[src/rtl/ex_md_unit_if.sv]
// Handshake and operand bundle between the EX-stage control/forwarding logic
// and the iterative multiply/divide unit.
interface ex_md_unit_if #(
  parameter int WIDTH = 32
);
  logic             clr;
  logic             start;
  logic             md_is_mult;
  logic             md_is_unsigned;
  logic [WIDTH-1:0] op_a;
  logic [WIDTH-1:0] op_b;
  logic             busy;
  logic             done;
  logic [WIDTH-1:0] hi;
  logic [WIDTH-1:0] lo;

  modport master (
    output clr, start, md_is_mult, md_is_unsigned, op_a, op_b,
    input  busy, done, hi, lo
  );

  modport slave (
    input  clr, start, md_is_mult, md_is_unsigned, op_a, op_b,
    output busy, done, hi, lo
  );
endinterface

[src/rtl/ex_md_unit.sv]
// Radix-2 iterative multiply (shift-add) / restoring divide producing HI/LO.
// Macro MD_DIV_EN enables the divider; without it divides still take full latency and return 0.
module ex_md_unit #(
  parameter int WIDTH = 32
) (
  input  logic        i_clk,
  input  logic        i_rst_n,
  ex_md_unit_if.slave md
);
  // state | meaning
  // IDLE  | waiting for start
  // CALC  | one radix-2 iteration per cycle, WIDTH cycles
  // FIX   | sign correction, HI/LO load
  // DONE  | done pulse
  localparam int CW = $clog2(WIDTH) + 1;

  typedef enum logic [1:0] {IDLE, CALC, FIX, DONE} state_t;

  state_t             r_state, w_next;
  logic [CW-1:0]      r_cnt;
  logic [2*WIDTH-1:0] r_acc;
  logic [WIDTH-1:0]   r_opnd;
  logic [WIDTH-1:0]   r_hi, r_lo;
  logic               r_is_mult, r_neg_res, r_busy, r_done;
`ifdef MD_DIV_EN
  logic               r_neg_rem, r_div0;
  logic [WIDTH-1:0]   r_a_raw;
`endif

  logic               w_a_neg, w_b_neg;
  logic [WIDTH-1:0]   w_a_mag, w_b_mag;
  logic [WIDTH:0]     w_sum;
  logic [2*WIDTH-1:0] w_mul_nxt, w_prod;

  assign w_a_neg = !md.md_is_unsigned && md.op_a[WIDTH-1];
  assign w_b_neg = !md.md_is_unsigned && md.op_b[WIDTH-1];
  assign w_a_mag = w_a_neg ? -md.op_a : md.op_a;
  assign w_b_mag = w_b_neg ? -md.op_b : md.op_b;

  // Carry out of the upper-half add becomes the new MSB after the shift.
  assign w_sum     = {1'b0, r_acc[2*WIDTH-1:WIDTH]} + (r_acc[0] ? {1'b0, r_opnd} : '0);
  assign w_mul_nxt = {w_sum, r_acc[WIDTH-1:1]};
  assign w_prod    = r_neg_res ? -r_acc : r_acc;

`ifdef MD_DIV_EN
  logic [WIDTH:0]     w_rem_sh;
  logic [WIDTH-1:0]   w_diff;
  logic               w_ge;
  logic [2*WIDTH-1:0] w_div_nxt;

  // Shifted partial remainder needs one extra bit; the accepted difference always fits WIDTH.
  assign w_rem_sh  = r_acc[2*WIDTH-1:WIDTH-1];
  assign w_ge      = w_rem_sh >= {1'b0, r_opnd};
  assign w_diff    = w_rem_sh[WIDTH-1:0] - r_opnd;
  assign w_div_nxt = w_ge ? {w_diff, r_acc[WIDTH-2:0], 1'b1}
                          : {w_rem_sh[WIDTH-1:0], r_acc[WIDTH-2:0], 1'b0};
`endif

  always_comb begin
    w_next = r_state;
    case (r_state)
      IDLE:    if (md.start) w_next = CALC;
      CALC:    if (r_cnt == CW'(WIDTH-1)) w_next = FIX;
      FIX:     w_next = DONE;
      DONE:    w_next = IDLE;
      default: w_next = IDLE;
    endcase
    if (md.clr) w_next = IDLE;
  end

  always_ff @(posedge i_clk or negedge i_rst_n) begin
    if (!i_rst_n) begin
      r_state <= IDLE;
      r_busy  <= 1'b0;
      r_done  <= 1'b0;
    end else begin
      r_state <= w_next;
      r_busy  <= (w_next != IDLE);
      r_done  <= (w_next == DONE);
    end
  end

  always_ff @(posedge i_clk or negedge i_rst_n) begin
    if (!i_rst_n) begin
      r_cnt     <= '0;
      r_acc     <= '0;
      r_opnd    <= '0;
      r_hi      <= '0;
      r_lo      <= '0;
      r_is_mult <= 1'b0;
      r_neg_res <= 1'b0;
`ifdef MD_DIV_EN
      r_neg_rem <= 1'b0;
      r_div0    <= 1'b0;
      r_a_raw   <= '0;
`endif
    end else begin
      case (r_state)
        IDLE: if (w_next == CALC) begin
          r_cnt     <= '0;
          r_is_mult <= md.md_is_mult;
          r_neg_res <= w_a_neg ^ w_b_neg;
`ifdef MD_DIV_EN
          r_opnd    <= md.md_is_mult ? w_a_mag : w_b_mag;
          r_acc     <= {{WIDTH{1'b0}}, (md.md_is_mult ? w_b_mag : w_a_mag)};
          r_neg_rem <= w_a_neg;
          r_div0    <= (md.op_b == '0);
          r_a_raw   <= md.op_a;
`else
          r_opnd    <= w_a_mag;
          r_acc     <= {{WIDTH{1'b0}}, w_b_mag};
`endif
        end
        CALC: begin
          r_cnt <= r_cnt + CW'(1);
`ifdef MD_DIV_EN
          r_acc <= r_is_mult ? w_mul_nxt : w_div_nxt;
`else
          r_acc <= w_mul_nxt;
`endif
        end
        FIX: if (!md.clr) begin
          if (r_is_mult) begin
            {r_hi, r_lo} <= w_prod;
`ifdef MD_DIV_EN
          end else if (r_div0) begin
            r_hi <= r_a_raw;
            r_lo <= '1;
          end else begin
            r_hi <= r_neg_rem ? -r_acc[2*WIDTH-1:WIDTH] : r_acc[2*WIDTH-1:WIDTH];
            r_lo <= r_neg_res ? -r_acc[WIDTH-1:0] : r_acc[WIDTH-1:0];
`else
          end else begin
            r_hi <= '0;
            r_lo <= '0;
`endif
          end
        end
        default: ;
      endcase
    end
  end

  assign md.busy = r_busy;
  assign md.done = r_done;
  assign md.hi   = r_hi;
  assign md.lo   = r_lo;
endmodule

[src/flat_wrapper.sv]
// flat-port wrapper written by rule: the top's interface ports become plain ports
module ex_md_unit_flat 
#(
  parameter int WIDTH = 32
)
  (i_clk, i_rst_n, md_clr, md_start, md_md_is_mult, md_md_is_unsigned, md_op_a, md_op_b, md_busy, md_done, md_hi, md_lo);
  ex_md_unit_if #(.WIDTH(WIDTH)) md_i ();
  input  logic i_clk;
  input  logic i_rst_n;
  input wire logic [$bits(md_i.clr)-1:0] md_clr;
  input wire logic [$bits(md_i.start)-1:0] md_start;
  input wire logic [$bits(md_i.md_is_mult)-1:0] md_md_is_mult;
  input wire logic [$bits(md_i.md_is_unsigned)-1:0] md_md_is_unsigned;
  input wire logic [$bits(md_i.op_a)-1:0] md_op_a;
  input wire logic [$bits(md_i.op_b)-1:0] md_op_b;
  output wire logic [$bits(md_i.busy)-1:0] md_busy;
  output wire logic [$bits(md_i.done)-1:0] md_done;
  output wire logic [$bits(md_i.hi)-1:0] md_hi;
  output wire logic [$bits(md_i.lo)-1:0] md_lo;
  assign md_i.clr = md_clr;
  assign md_i.start = md_start;
  assign md_i.md_is_mult = md_md_is_mult;
  assign md_i.md_is_unsigned = md_md_is_unsigned;
  assign md_i.op_a = md_op_a;
  assign md_i.op_b = md_op_b;
  assign md_busy = md_i.busy;
  assign md_done = md_i.done;
  assign md_hi = md_i.hi;
  assign md_lo = md_i.lo;
  ex_md_unit #(.WIDTH(WIDTH)) u_core (.i_clk(i_clk), .i_rst_n(i_rst_n), .md(md_i));
endmodule
[config.mk]
export PLATFORM = sky130hd
export DESIGN_NAME = ex_md_unit_flat
export DESIGN_NICKNAME = d
export VERILOG_FILES = /design/src/rtl/ex_md_unit_if.sv /design/src/rtl/ex_md_unit.sv /design/src/flat_wrapper.sv
export SDC_FILE = /design/constraint.sdc
export NUM_CORES = 1
export LEC_CHECK = 0
export ABC_AREA = 1
export CORE_MARGIN = 2
export CORE_UTILIZATION = 49
export DETAILED_ROUTE_END_ITERATION = 12
export DONT_BUFFER_PORTS = 1
export PLACE_DENSITY = 0.68
export SYNTH_ARGS = -nofsm -noshare
export SYNTH_HDL_FRONTEND = slang
export SYNTH_SLANG_ARGS = --single-unit
[constraint.sdc]
create_clock -name i_clk -period 4 [get_ports i_clk]
set_clock_uncertainty 0.05 [all_clocks]
set_input_delay 0.8 -clock i_clk [delete_from_list [all_inputs] [get_ports i_clk]]
set_output_delay 0.8 -clock i_clk [all_outputs]
set_load 0.05 [all_outputs]
; ---- Word-level counts from Yosys, hierarchy flattened
; Index checks and enable logic that the tools add are counted.
[totals]
elab_cells = 47
reg_bits = 172
[classes]
n_eq_ne = 7
n_mux = 14
n_reduce_logical = 9
add_sub_neg = 5
bitwise = 2
[op_table]
columns = cell, count
row1 = two-way mux 32 bit, 5
row2 = two-way mux 64 bit, 2
row3 = case mux 64 bit (2 select lines), 1
row4 = negator 32 bit, 2
row5 = negator 64 bit, 1
row6 = adder 32 x 33 -> 33 bit, 1
row7 = case mux 6 bit (2 select lines), 1
row8 = case mux 2 bit (4 select lines), 1
row9 = "adder 6 x 1 -> 6 bit, second input constant", 1
row10 = "equality test 2 bit, second input constant", 3
row11 = "equality test 6 x 5 -> 1 bit, second input constant", 1
row12 = two-way mux 2 bit, 3
row13 = two-way mux 6 bit, 1
row14 = AND reduction 2 bit, 3
row15 = "equality test 2 x 1 -> 1 bit, second input constant", 2
row16 = nonzero test 2 bit, 2
row17 = logical AND 1 bit, 2
row18 = logical NOT 2 bit, 1
row19 = "!= test 2 x 1 -> 1 bit, second input constant", 1
row20 = logical NOT 1 bit, 1
row21 = NOT 1 bit, 1
row22 = XOR 1 bit, 1

; ---- Longest topological paths before layout
[logic_depth]
depth_word = 7
mapped_depth = 18

; ---- Worst setup path after synthesis
; No wires, ideal clock.
[synth_path]
kind = flip-flop to flip-flop
start = register u_core.r_acc[0]
end = register u_core.r_acc[51]
synth_period_minus_slack_ps = 2338
t_required_ps = 3824
stages_incl_launch_ff = 18
path_buffers = 2
slack_ps = 1662
setup_time_ps = 126
t_arrival_ps = 2162
cell_sequence = dfrtp_1 -> buf_2 -> clkbuf_1 -> nand2_1 -> inv_1 -> ha_1 -> inv_1 -> fa_1 -> inv_1 -> nand3_1 -> nand3_1 -> nand2_1 -> nand3_1 -> nand2_1 -> nand2_1 -> nand2_1 -> nand3_1 -> o21ai_0
[synth_via]
elab_chain_cells = 3
[synth_rtl]
columns = item, line
row1 = from (decl), ex_md_unit.sv:21  ; logic [2*WIDTH-1:0] r_acc;
row2 = from (signal assigned), ex_md_unit.sv:111  ; r_acc <= {{WIDTH{1'b0}}, w_b_mag};
row3 = from (signal assigned), ex_md_unit.sv:119  ; r_acc <= w_mul_nxt;
row4 = two-way mux 32 bit, ex_md_unit.sv:41  ; assign w_sum = {1'b0, r_acc[2*WIDTH-1:WIDTH]} + (r_acc[0] ? {1'b0, r_opnd} : '0);
row5 = adder 32 x 33 -> 33 bit, ex_md_unit.sv:41
row6 = case mux 64 bit (2 select lines), ex_md_unit.sv:98  ; case (r_state)
; Every way passes these cells.
; A chain may end at the register's enable or synchronous reset.

; ---- Worst setup path in the final report
[layout_path]
start = register u_core.r_acc[0]
end = register u_core.r_acc[63]
; Same word-level chain as after synthesis.

==> summary.md <==
| Metric | Value |
|---|---|
| Clock Root Buffer | `clkbuf_16` |
| Detail Route Antenna Nets | `0` |
| Pwr dens | `523.6 nW/um2` |
| Initial antenna violation count | `0` |
| Async SR Flop Fraction | `100.0%` |
| Hold Vio Cnt, Final | `0` |
| Port-buffer cells | `0` |
| Setup WS pre-CTS | `1.117 ns` |
| Layout cells sized above 1 | `5.603%` |
| I/O pin cnt | `136` |
| CTS tree | `yes` |
| Setup TNS | `0 ns` |
| Commonest cells in the netlist | `773 x nand2_1, 274 x inv_1, 213 x nor2_1` |
| Hold crit path type | `in -> async` |
| Total die area | `~28000 um2` |
| Setup ws final | `1.105 ns` |
| Final setup viols | `0` |
| Hold slack | `~0.022 ns` |
| DRC Markers | `0` |
| Synth Net Count | `2209` |
| First-pass GRT wire length | `roughly 66000 um` |
| Synth Flop Type | `dfrtp_1` |
| CTS sink count | `172` |
| Largest net degree at the start of global routing | `approximately 130` |
| Pleak | `7.507 nW` |
| Vias per cell | `5.472` |
| Initial Utilization | `49.35%` |
| Final net count | `2182` |
| CP required | `4.31 ns` |
| Final Wtd Congestion | `approximately 0.96` |
| Total gr overflow | `0` |
| Yosys reg bits | `172` |
| Yosys warning count | `0` |
| Worst setup SP type | `flip-flop` |
| Crit end category | `flip-flop` |
| Slew Viols, Final | `0` |
| Via Count | `between 10000 and 15000` |
| Chip Width | `168.1 um` |
| Count of cells resized by post-cts repair | `0` |
| Most frequent cell after synthesis | `nand2_1` |
| Max Cap Viol | `0` |
| Max Clk Rate | `345.4 MHz` |
| EDFF count, synth | `0` |
| Maximum VDD drop | `0.2863 mV` |
| CTS buffer count | `17` |
| Crit Path Max Fanout | `33` |
| Unrepaired setup endpoints after global routing | `no` |
| Area grow syn2layout | `6.251%` |
| Pre-antenna DRT Iters | `5` |
| Post-synthesis sequential area ratio | `32.63%` |
| Cell Area, Synth | `13190 um2` |
| Final wirelength | `41390 um` |
| Synth area leader | `dfrtp_1` |
| CTS H-Tree Depth | `4` |
| Total power | `between 7 and 8 mW` |
| DRT iter0 DRCs | `between 1000 and 1500` |
| Crit path time final | `between 2 and 3 ns` |
| Avg WL per Cell | `17.04 um` |
| Synth Instances | `2102` |
| Vias in the first global route | `12280` |
| Final HPWL DP | `31470 um` |
| Crit Path Category | `reg -> reg` |
| Die height | `168.1 um` |
| Period utilization | `72.38%` |
| Mean Syn Cell Area | `6.275 um2` |
| Antenna Cells | `0` |
| CTS max path bufs | `2` |
| Post-CTS Setup Inserts | `0` |
| GR Util All Layers | `between 20 and 30%` |
| Slew margin rel. | `29.14%` |
| Distinct cells, synth | `52` |
| Worst-Margin Slew | `1.063 ns` |
| Share of the synthesized area in the top cell type | `between 30 and 40%` |
| FILL cells | `2745` |
| Clock insertion delay at the later pin of the skew report | `0.44 ns` |
| Arr. time, crit path | `around 3.2 ns` |
| # rows | `60` |
| Status | `finished, final reports clean` |
| Top post-synthesis cells by area | `dfrtp_1 33%, nand2_1 22%, inv_1 7.8%` |
| Fin util | `between 50% and 60%` |
| Total core area | `~27000 um2` |
| Worst-path clk slew | `0.08 ns` |
[worst max-delay path, stage by stage (launching register included)]
cell and delay (ns):
dfrtp_1 0.91, nand2_1 0.13, inv_1 0.09, ha_1 0.22
inv_1 0.07, fa_1 0.40, inv_1 0.11, nand3_1 0.08
nand3_1 0.15, nand2_1 0.07, nand2_1 0.11, nand2_1 0.06
nand2_1 0.10, nand2_1 0.06, nand2_1 0.07, nand2_1 0.04
o21ai_0 0.08
[stage by stage]
| stage | instance area (um2) | std cells |
|---|---|---|
| 3_3_place_gp | 13400 | 2395 |
| 4_1_cts | 14000 | 2428 |
| 3_5_place_dp | 13400 | 2395 |
| 6_report | 14010 | 2429 |
| 5_1_grt | 14010 | 2429 |
| 2_1_floorplan | 13190 | 2102 |
[logic make-up (layout without fill, tap and decap cells)]
kind of cell             count (synthesis)  in the layout  synth area share (%)
adder cells (fa/ha/maj)                 37             37                 3.567
AND/OR/NAND/NOR                       1275           1275                 40.57
XOR/XNOR                                39             39                 2.590
flip-flops                             172            172                 32.63
AO/OA/AOI/OAI                          233            233                 10.33
buffers and inverters                  346            332                 10.31
[area by class of cell]
class                      count  area, um2  area share [%]
sequential                   172       4305           30.72
timing repair buffer           7      75.07          0.5357
multi-input combinational   1584       7528           53.72
tap                          341      426.7           3.044
clock buffer                  18      429.2           3.062
clock inverter                14      146.4           1.045
inverter                     293       1104           7.874
[where the power goes]
group | switching [mW] | internal (mW)
clock | 0.836 | 0.836
combinational | 2.00 | 0.985
sequential | 0.629 | 2.05
total | 3.47 | 3.87
[cells in the final DEF (no fill, tap or decap), types with 17 or more instances in the layout]
cell and n:
nand3_1 180, o21ai_1 30, nor2_2 17, nand2_1 773, xor2_1 30, nand4_1 31
o21ai_0 89, a21oi_1 54, inv_1 274, nor3_1 17, dfrtp_1 171, nor2_1 212
clkbuf_16 17, ha_1 36
[final timing paths]
path / start / slack, ns / endpoint / cells after the start
worst min register to register: u_core.r_opnd[22] / 0.44 / u_core.r_opnd[22] / 2
worst min-delay path: i_rst_n / 0.02 / u_core.r_acc[29] / 0
worst max register to register: u_core.r_acc[0] / 1.10 / u_core.r_acc[63] / 16
max in group asynchronous: i_rst_n / 2.74 / u_core.r_acc[60] / 1
min in group i_clk: md_clr / 0.39 / u_core.r_state[0] / 1
worst max-delay path: u_core.r_acc[0] / 1.10 / u_core.r_acc[63] / 16
[registers in the layout, summed over array words and instances (netlist names), 2 cells and up]
register        flops
u_core.r_opnd      32
u_core.r_acc       64
u_core.r_state      2
u_core.md.hi       32
u_core.r_cnt        6
u_core.md.lo       32
[layer usage]
layer  track usage, %  wire length [um]  vias up  part of all wire [%]
met2            43.12             16940      526                    41
met5                0                 0        -                     0
li1                 -                 -     6590                     -
met3            6.582              3999       52                   9.7
met1            44.76             19710     6123                    48
met4            7.571               742        0                   1.8
[timing repair]
action	in CTS	in global routing
hold buffers	1	1
hold endpoints to repair	41	11
endpoints found under the setup margin	0	0
(Power assumes the default switching activity.)
